## src/rtl/hamming_pkg.sv

```systemverilog
// Shared types, constants and the SECDED decode function for the Hamming engine.
// Pure combinational helpers; no state, no flow control.
package hamming_pkg;

   typedef enum logic [2:0] {
      IDLE  = 3'd0,
      RD_LO = 3'd1,
      RD_HI = 3'd2,
      WR_LO = 3'd3,
      WR_HI = 3'd4,
      FIN   = 3'd5
   } state_t;

   localparam int NUM_WORDS = 15;
   localparam int IN_BASE   = 30;
   localparam int OUT_BASE  = 0;

   // Result packs {dbl, sgl, 3'b0, d11..d1}; a double error returns the raw data bits.
   function automatic logic [15:0] decode(input logic [15:0] cw);
      logic [3:0]  syn;
      logic        par;
      logic [15:0] fixed;
      logic [10:0] dat;
      syn = 4'd0;
      for (int k = 1; k < 16; k++) begin
         if (cw[k]) syn = syn ^ 4'(k);
      end
      par   = ^cw;
      fixed = par ? (cw ^ (16'd1 << syn)) : cw;
      dat   = {fixed[15:9], fixed[7:5], fixed[3]};
      if (par)
         decode = {2'b01, 3'b000, dat};
      else if (syn != 4'd0)
         decode = {2'b10, 3'b000, dat};
      else
         decode = {2'b00, 3'b000, dat};
   endfunction

endpackage

```

## src/rtl/data_mem.sv

```systemverilog
// 256x8 data memory: combinational read, write on rising clock edge.
// Single port, one access per cycle; contents are never reset.
module data_mem (
   input  logic       clock,
   input  logic       we,
   input  logic [7:0] addr,
   input  logic [7:0] wdata,
   output logic [7:0] rdata
);

   logic [7:0] core [0:255];

   always_ff @(posedge clock) begin
      if (we) core[addr] <= wdata;
   end

   assign rdata = core[addr];

endmodule

```

## src/rtl/top_level.sv

```systemverilog
// SECDED decoder engine: reads 15 codewords, writes 15 flagged results, then raises done.
// 4 cycles per word, done 61 edges after start; start ignored while a run is in flight.
module top_level
   import hamming_pkg::*;
(
   input  logic clock,
   input  logic reset_n,
   input  logic start,
   output logic done
);

   state_t      state, state_nxt;
   logic [3:0]  cnt;
   logic [7:0]  lo_byte, hi_byte;
   logic [7:0]  addr, wdata, rdata;
   logic        we;
   logic [15:0] result;

   assign result = decode({hi_byte, lo_byte});

   data_mem dm1 (
      .clock (clock),
      .we    (we),
      .addr  (addr),
      .wdata (wdata),
      .rdata (rdata)
   );

   always_ff @(posedge clock) begin
      if (!reset_n) begin
         state   <= IDLE;
         cnt     <= 4'd0;
         lo_byte <= 8'd0;
         hi_byte <= 8'd0;
         done    <= 1'b0;
      end else begin
         state <= state_nxt;
         done  <= (state == FIN) && !start;
         case (state)
            IDLE, FIN: if (start) cnt <= 4'd0;
            RD_LO:     lo_byte <= rdata;
            RD_HI:     hi_byte <= rdata;
            WR_HI:     if (cnt != 4'(NUM_WORDS - 1)) cnt <= cnt + 4'd1;
            default:   ;
         endcase
      end
   end

   // Writes are gated by reset so a mid-run reset leaves the pending byte untouched.
   always_comb begin
      state_nxt = state;
      addr      = 8'd0;
      wdata     = 8'd0;
      we        = 1'b0;
      case (state)
         IDLE:  if (start) state_nxt = RD_LO;
         RD_LO: begin
            addr      = 8'(IN_BASE) + {3'b000, cnt, 1'b0};
            state_nxt = RD_HI;
         end
         RD_HI: begin
            addr      = 8'(IN_BASE) + {3'b000, cnt, 1'b1};
            state_nxt = WR_LO;
         end
         WR_LO: begin
            addr      = 8'(OUT_BASE) + {3'b000, cnt, 1'b0};
            wdata     = result[7:0];
            we        = reset_n;
            state_nxt = WR_HI;
         end
         WR_HI: begin
            addr      = 8'(OUT_BASE) + {3'b000, cnt, 1'b1};
            wdata     = result[15:8];
            we        = reset_n;
            state_nxt = (cnt == 4'(NUM_WORDS - 1)) ? FIN : RD_LO;
         end
         FIN:   if (start) state_nxt = RD_LO;
         default: state_nxt = IDLE;
      endcase
   end

endmodule

```

## config.mk

```make
export PLATFORM = sky130hd
export DESIGN_NAME = top_level
export DESIGN_NICKNAME = d
export VERILOG_FILES = /design/src/rtl/hamming_pkg.sv /design/src/rtl/data_mem.sv /design/src/rtl/top_level.sv
export SDC_FILE = /design/constraint.sdc
export NUM_CORES = 1
export LEC_CHECK = 0
export BUFFER_PORTS_ARGS = -buffer_cell sky130_fd_sc_hd__buf_2
export CAP_MARGIN = 10
export CORE_AREA = 5 5 42 44
export CTS_CLUSTER_DIAMETER = 80
export CTS_CLUSTER_SIZE = 25
export DETAILED_ROUTE_END_ITERATION = 7
export DIE_AREA = 0 0 47 49
export SLEW_MARGIN = 20
export SYNTH_ARGS = -nofsm -noshare
export SYNTH_HDL_FRONTEND = slang
export SYNTH_SLANG_ARGS = --single-unit
```

## constraint.sdc

```tcl
create_clock -name clock -period 4.1 [get_ports clock]
set_input_delay 0.205 -clock clock [delete_from_list [all_inputs] [get_ports clock]]
set_output_delay 0.205 -clock clock [all_outputs]
set_load 0.05 [all_outputs]
```

==> flow_metrics.env, run 1 <==
export IMPL_grt_total_usage_pct=8.74
export IMPL_clock_latency_ns=0.26
export IMPL_die_h_um=49
export IMPL_pin_count=4
export IMPL_grt_pass1_vias=317
export IMPL_yosys_area_share_simple_pct=34.2
export IMPL_clock_root_buffer="clkbuf_4"
export IMPL_multi_input_area_um2=249
export IMPL_cts_resized=0
export IMPL_regArea_um2=160
export IMPL_hold_ws_ns=0.236
export IMPL_path_class="reg2reg"
export IMPL_synth_fa_ha_area_share_pct=5.90
export IMPL_yosys_area_share_xor_xnor_pct=2.06
export IMPL_synth_top_family_by_area="simple AND/OR/NAND/NOR gates"
export IMPL_cts_tree="built"
export IMPL_period_share_pct=33.7
export IMPL_synthMuxAreaShare_pct=0
export IMPL_avgRoutedWirePerCell_um=10.7
export IMPL_start_util_pct=30.3
export IMPL_setup_viol=0
export IMPL_core_area_um2=1400
export IMPL_cp_cell_sequence="inv_1, ha_1, or3b_1, a21oi_2, nor3b_2"
export IMPL_wl_um=736
export IMPL_power_mw=0.170
export IMPL_cp_max_fo=4
export IMPL_reg2reg_from="cnt[0]"
export IMPL_cp_data_required_time_ns=4.24
export IMPL_peakVddDrop_mv=0.150
export IMPL_synthDistinctLibCells=21
export IMPL_postCtsSetupRepairBufs=0
export IMPL_place_area_um2=452
export IMPL_cellLeakagePower_nw=0.171
export IMPL_reg2reg_depth=5
export IMPL_grt_pass1_wl_um=1370
export IMPL_power_density_nw_per_um2=358
export IMPL_cts_sinks=8
export IMPL_antenna_found_initial=0
export IMPL_slew_headroom_pct=75.0
export IMPL_crit_buf_inv=1
export IMPL_vias=345
export IMPL_min_to="cnt[1]"
export IMPL_nFillCells=159
export IMPL_use_met1_pct=10.6
export IMPL_startpoint_type="register"
export IMPL_grtUsageMet2_pct=10.4
export IMPL_synth_fp_nets=53
export IMPL_crit_arrival_ns=1.52
export IMPL_synth_area_um2=424
export IMPL_vias_per_cell=5.00
export IMPL_hold_buffers=0
export IMPL_final_layout_size_suffix_gt1_share_pct=26.4
export IMPL_top_usage_layer="met1"
export IMPL_r2r_end="cnt[3]"
export IMPL_crit_family="simple AND/OR/NAND/NOR gates"
export IMPL_worstHoldStart="reset_n"
export IMPL_cts_buffer_depth=2
export IMPL_fin_area_um2=474
export IMPL_r2r_slack_ns=2.72
export IMPL_mostFrequentLayoutCell="dfxtp_1"
export IMPL_final_cell_mix="dfxtp_1, nand2_1, nor2_1, a21oi_1, nor3_1"
export IMPL_yosysSeqAreaShare_pct=37.8
export IMPL_hp_class="in2reg"
export IMPL_cpMaxStageDelayCell="or3b_1"
export IMPL_grt_use_met3_pct=3.32
export IMPL_fin_util_pct=33.8
export IMPL_period_minus_slack_ns=1.38
export IMPL_die_area_um2=2300
export IMPL_die_w_um=47
export IMPL_rows=14
export IMPL_dp_hpwl_um=527
export IMPL_worstMarginPinSlew_ns=0.375
export IMPL_drt_iter0_drc=1
export IMPL_grt_max_degree=9
export IMPL_critical_path_max_stage_delay_ns=0.40
export IMPL_ys_ff_latch=8
export IMPL_max_cap_violations=0
export IMPL_fmax_mhz=723
export IMPL_numCtsBuffers=3
export IMPL_syn2layout_area_growth_pct=11.8
export IMPL_rsz0062_at_grt="no"
export IMPL_globalplace_congestion=0.706
export IMPL_firstDrtPassIters=4
export IMPL_grt_remaining_overflow=0
export IMPL_antennaDiodeCount=0
export IMPL_final_nets=60
export IMPL_final_setup_skew_ns=0.00754
export IMPL_synth_compound_area_share_pct=16.5
export IMPL_setup_tns_ns=0
export IMPL_hold_violations=0
export IMPL_yosys_warnings=0
export IMPL_min_path_cells=3
export IMPL_clkSlewWorstSetupHoldPaths_ns=0.05
export IMPL_maxSlewViolCount=0
export IMPL_io_buffers=3
export IMPL_htree_levels=1
export IMPL_synth_avg_cell_area_um2=8.84
export IMPL_outcome="complete, no violations"
export IMPL_syn_instance_count=48
export IMPL_drc=0
export IMPL_worst_setup_path_end_kind="register"
export IMPL_ant_nets=0
[tightest hold or removal path: stages]
cell	delay, ns
buf_2	0.12
nand2_1	0.06
o32ai_1	0.06
[area by class of cell]
type,count,area share [%]
tap,16,4.22
sequential,8,33.8
inverter,2,1.58
multi-input combinational,37,52.5
timing repair buffer,3,3.17
clock buffer,3,4.75
[layer usage]
layer  part of all wire [%]  up-vias
met5                      0        -
met4                    5.2        0
met3                    4.3        5
met2                     43        6
met1                     47      155
li1                       -      179
[worst max path at each step]
stage | to | from | slack [ns] | cells past startpoint
after floorplan | cnt[3] | cnt[0] | 2.81 | 5
after global placement | cnt[3] | cnt[0] | 2.78 | 5
after detailed placement | cnt[3] | cnt[0] | 2.73 | 5
after CTS | cnt[3] | cnt[0] | 2.70 | 5
after global routing | cnt[3] | cnt[0] | 2.63 | 5
final | cnt[3] | cnt[0] | 2.72 | 5
[Yosys cell counts]
library cell	instances	area share [%]
buf_4	1	1.8
dfxtp_1	8	38
a21oi_1	4	4.7
nor2_4	1	2.7
nand2b_2	1	2.1
o21ai_0	2	2.4
nor2_1	4	3.5
o21bai_1	1	1.8
o32ai_1	1	2.1
o22ai_1	1	1.5
ha_1	2	5.9
inv_1	2	1.8
a21oi_2	2	4.1
nand2_1	5	4.4
or3b_1	1	2.1
xnor2_1	1	2.1
nand3_1	3	3.5
nor2b_2	1	2.1
nor3_1	4	4.7
nor3b_2	2	5.9
nand2b_4	1	3.2
[state kept, by name (all words and copies together), names as in the netlist]
| register | flops |
|---|---|
| cnt | 4 |
| state | 3 |
| done | 1 |
[per-stage QoR]
| step | std cells | setup WS, ns |
|---|---|---|
| 2_1_floorplan | 48 | 2.81 |
| 3_3_place_gp | 66 | 2.78 |
| 4_1_cts | 69 | 2.70 |
| 6_report | 69 | 2.72 |
| 5_1_grt | 69 | 2.63 |
| 3_5_place_dp | 66 | 2.73 |
[kinds of logic (layout without fill, tap and decap cells)]
kind of cell,after synthesis,count (layout)
buffers and inverters,3,8
AO/OA/AOI/OAI,11,11
flip-flops,8,8
XOR/XNOR,1,1
AND/OR/NAND/NOR,23,23
adder cells (fa/ha/maj),2,2
[power by group]
group          switching (mW)  internal (mW)  total (mW)
Clock                  0.0289         0.0336      0.0625
Sequential            0.00659         0.0809      0.0875
Combinational          0.0101        0.00982      0.0199
Power figures use the tool's default switching activity.
==> run 2, diff against run 1 <==
- clock period: 4.1 -> 1.24 ns (I/O delays scaled with it)
==> run 2 against run 1 <==
Against the previous run:
- the run now ends with negative setup slack left
- highest routed layer unchanged
- final cell count up 7.2%
- global-route usage up 0.22 points
- critical path depth unchanged
- combinational power rose to 4.2 times the previous value
- via count up 8.7%
- wire length is 18% higher
- clock-buffer cell count unchanged
- largest cell class unchanged
- critical endpoint unchanged
- sequential cell count stayed put
- sequential power grew to 3.3 times the previous value
- clock power rose to 3.2 times the previous value
- clock skew is 0.0055 ns lower
==> flow_metrics.env, run 2 (synthesis results as in run 1) <==
export IMPL_vias_per_cell=5.07
export IMPL_final_cell_mix="nand2_1, dfxtp_1, buf_4"
export IMPL_grt_total_usage_pct=8.96
export IMPL_numCtsBuffers=3
export IMPL_grtUsageMet2_pct=12.0
export IMPL_max_cap_violations=0
export IMPL_dp_hpwl_um=570
export IMPL_antenna_found_initial=0
export IMPL_final_setup_skew_ns=0.00203
export IMPL_hp_class="in2reg"
export IMPL_start_util_pct=30.3
export IMPL_worstMarginPinSlew_ns=0.275
export IMPL_htree_levels=1
export IMPL_power_density_nw_per_um2=1040
export IMPL_path_class="reg2reg"
export IMPL_period_share_pct=100
export IMPL_die_area_um2=2300
export IMPL_ant_nets=0
export IMPL_maxSlewViolCount=0
export IMPL_cts_sinks=8
export IMPL_drt_iter0_drc=1
export IMPL_slew_headroom_pct=81.6
export IMPL_rows=14
export IMPL_core_area_um2=1400
export IMPL_hold_buffers=0
export IMPL_syn2layout_area_growth_pct=28.6
export IMPL_worst_setup_path_end_kind="register"
export IMPL_fmax_mhz=803
export IMPL_violations="negative setup slack"
export IMPL_peakVddDrop_mv=0.605
export IMPL_cp_max_fo=3
export IMPL_startpoint_type="register"
export IMPL_clkSlewWorstSetupHoldPaths_ns=0.05
export IMPL_die_h_um=49
export IMPL_hold_violations=0
export IMPL_pin_count=4
export IMPL_largest_reg_flops=4
export IMPL_die_w_um=47
export IMPL_cts_buffer_depth=2
export IMPL_crit_arrival_ns=1.38
export IMPL_top_usage_layer="met2"
export IMPL_final_layout_size_suffix_gt1_share_pct=46.6
export IMPL_top_register="cnt"
export IMPL_hold_ws_ns=0.0907
export IMPL_grt_pass1_wl_um=1450
export IMPL_wl_um=865
export IMPL_grt_remaining_overflow=0
export IMPL_outcome="finished, violations left"
export IMPL_globalplace_congestion=0.733
export IMPL_grt_use_met3_pct=5.54
export IMPL_vias=375
export IMPL_io_buffers=3
export IMPL_firstDrtPassIters=3
export IMPL_period_minus_slack_ns=1.25
export IMPL_final_nets=65
export IMPL_antennaDiodeCount=0
export IMPL_clock_latency_ns=0.25
export IMPL_nFillCells=148
export IMPL_cellLeakagePower_nw=0.201
export IMPL_grt_pass1_vias=338
export IMPL_use_met1_pct=11.1
export IMPL_cp_data_required_time_ns=1.38
export IMPL_power_mw=0.570
export IMPL_cts_tree="built"
export IMPL_drc=0
export IMPL_setup_viol=1
export IMPL_rsz0062_at_grt="yes"
export IMPL_avgRoutedWirePerCell_um=11.7
export IMPL_reg_largest_list="cnt: 4 flops, state: 3 flops, done: 1 flops"
export IMPL_setup_slack_ns=-0.00608
export IMPL_grt_max_degree=8
export IMPL_clock_root_buffer="clkbuf_4"
-- run 2: cell type report --
type,count,area [um2],area share [%]
clock buffer,3,22.5,4.13
inverter,2,7.51,1.38
multi-input combinational,37,279,51.1
sequential,8,164,30.0
tap,16,20.0,3.67
timing repair buffer,8,52.6,9.63
-- run 2: path summary, 6_finish.rpt --
| kind | startpoint | end | slack [ns] | cells past startpoint |
|---|---|---|---|---|
| max | cnt[0] | cnt[3] | -0.006 | 5 |
| max reg2reg | cnt[0] | cnt[3] | -0.006 | 5 |
| min | reset_n | cnt[0] | 0.09 | 3 |
| min reg2reg | cnt[0] | cnt[0] | 0.53 | 3 |
-- run 2: report_power, final --
| part | switching (mW) | internal, mW | total, mW |
|---|---|---|---|
| Combinational | 0.0437 | 0.0408 | 0.0845 |
| Sequential | 0.0179 | 0.268 | 0.286 |
| Clock | 0.0880 | 0.111 | 0.199 |
| Total | 0.150 | 0.420 | 0.570 |
-- run 2: routing by layer --
layer	share of wire [%]	up-vias
met5	0	-
met4	2.1	0
met3	5.8	4
met2	48	6
met1	43	172
li1	-	193
-- run 2: metrics by stage --
stage	setup TNS (ns)	instance area (um2)	cells	utilization (%)	setup slack [ns]
floorplan	0	425	48	-	0.0222
global placement	-0.0246	483	70	34.5	-0.0246
detailed placement	-0.0431	483	70	34.5	-0.0431
CTS	-0.00925	526	74	37.5	-0.00925
global route	-0.0486	546	74	38.9	-0.0486
finish	-0.00608	546	74	38.9	-0.00608
-- run 2: worst max-delay path, stage by stage, from the launching register on --
cell and delay [ns]:
dfxtp_2 0.33, buf_4 0.12, nand3_2 0.07, or3b_4 0.42
a21oi_4 0.14, nor3b_2 0.06
-- run 2: repair_timing --
action,in CTS,in global routing
pin swaps,4,3
resized for setup,3,6
endpoints found under the setup margin,1,2
setup buffers,1,0
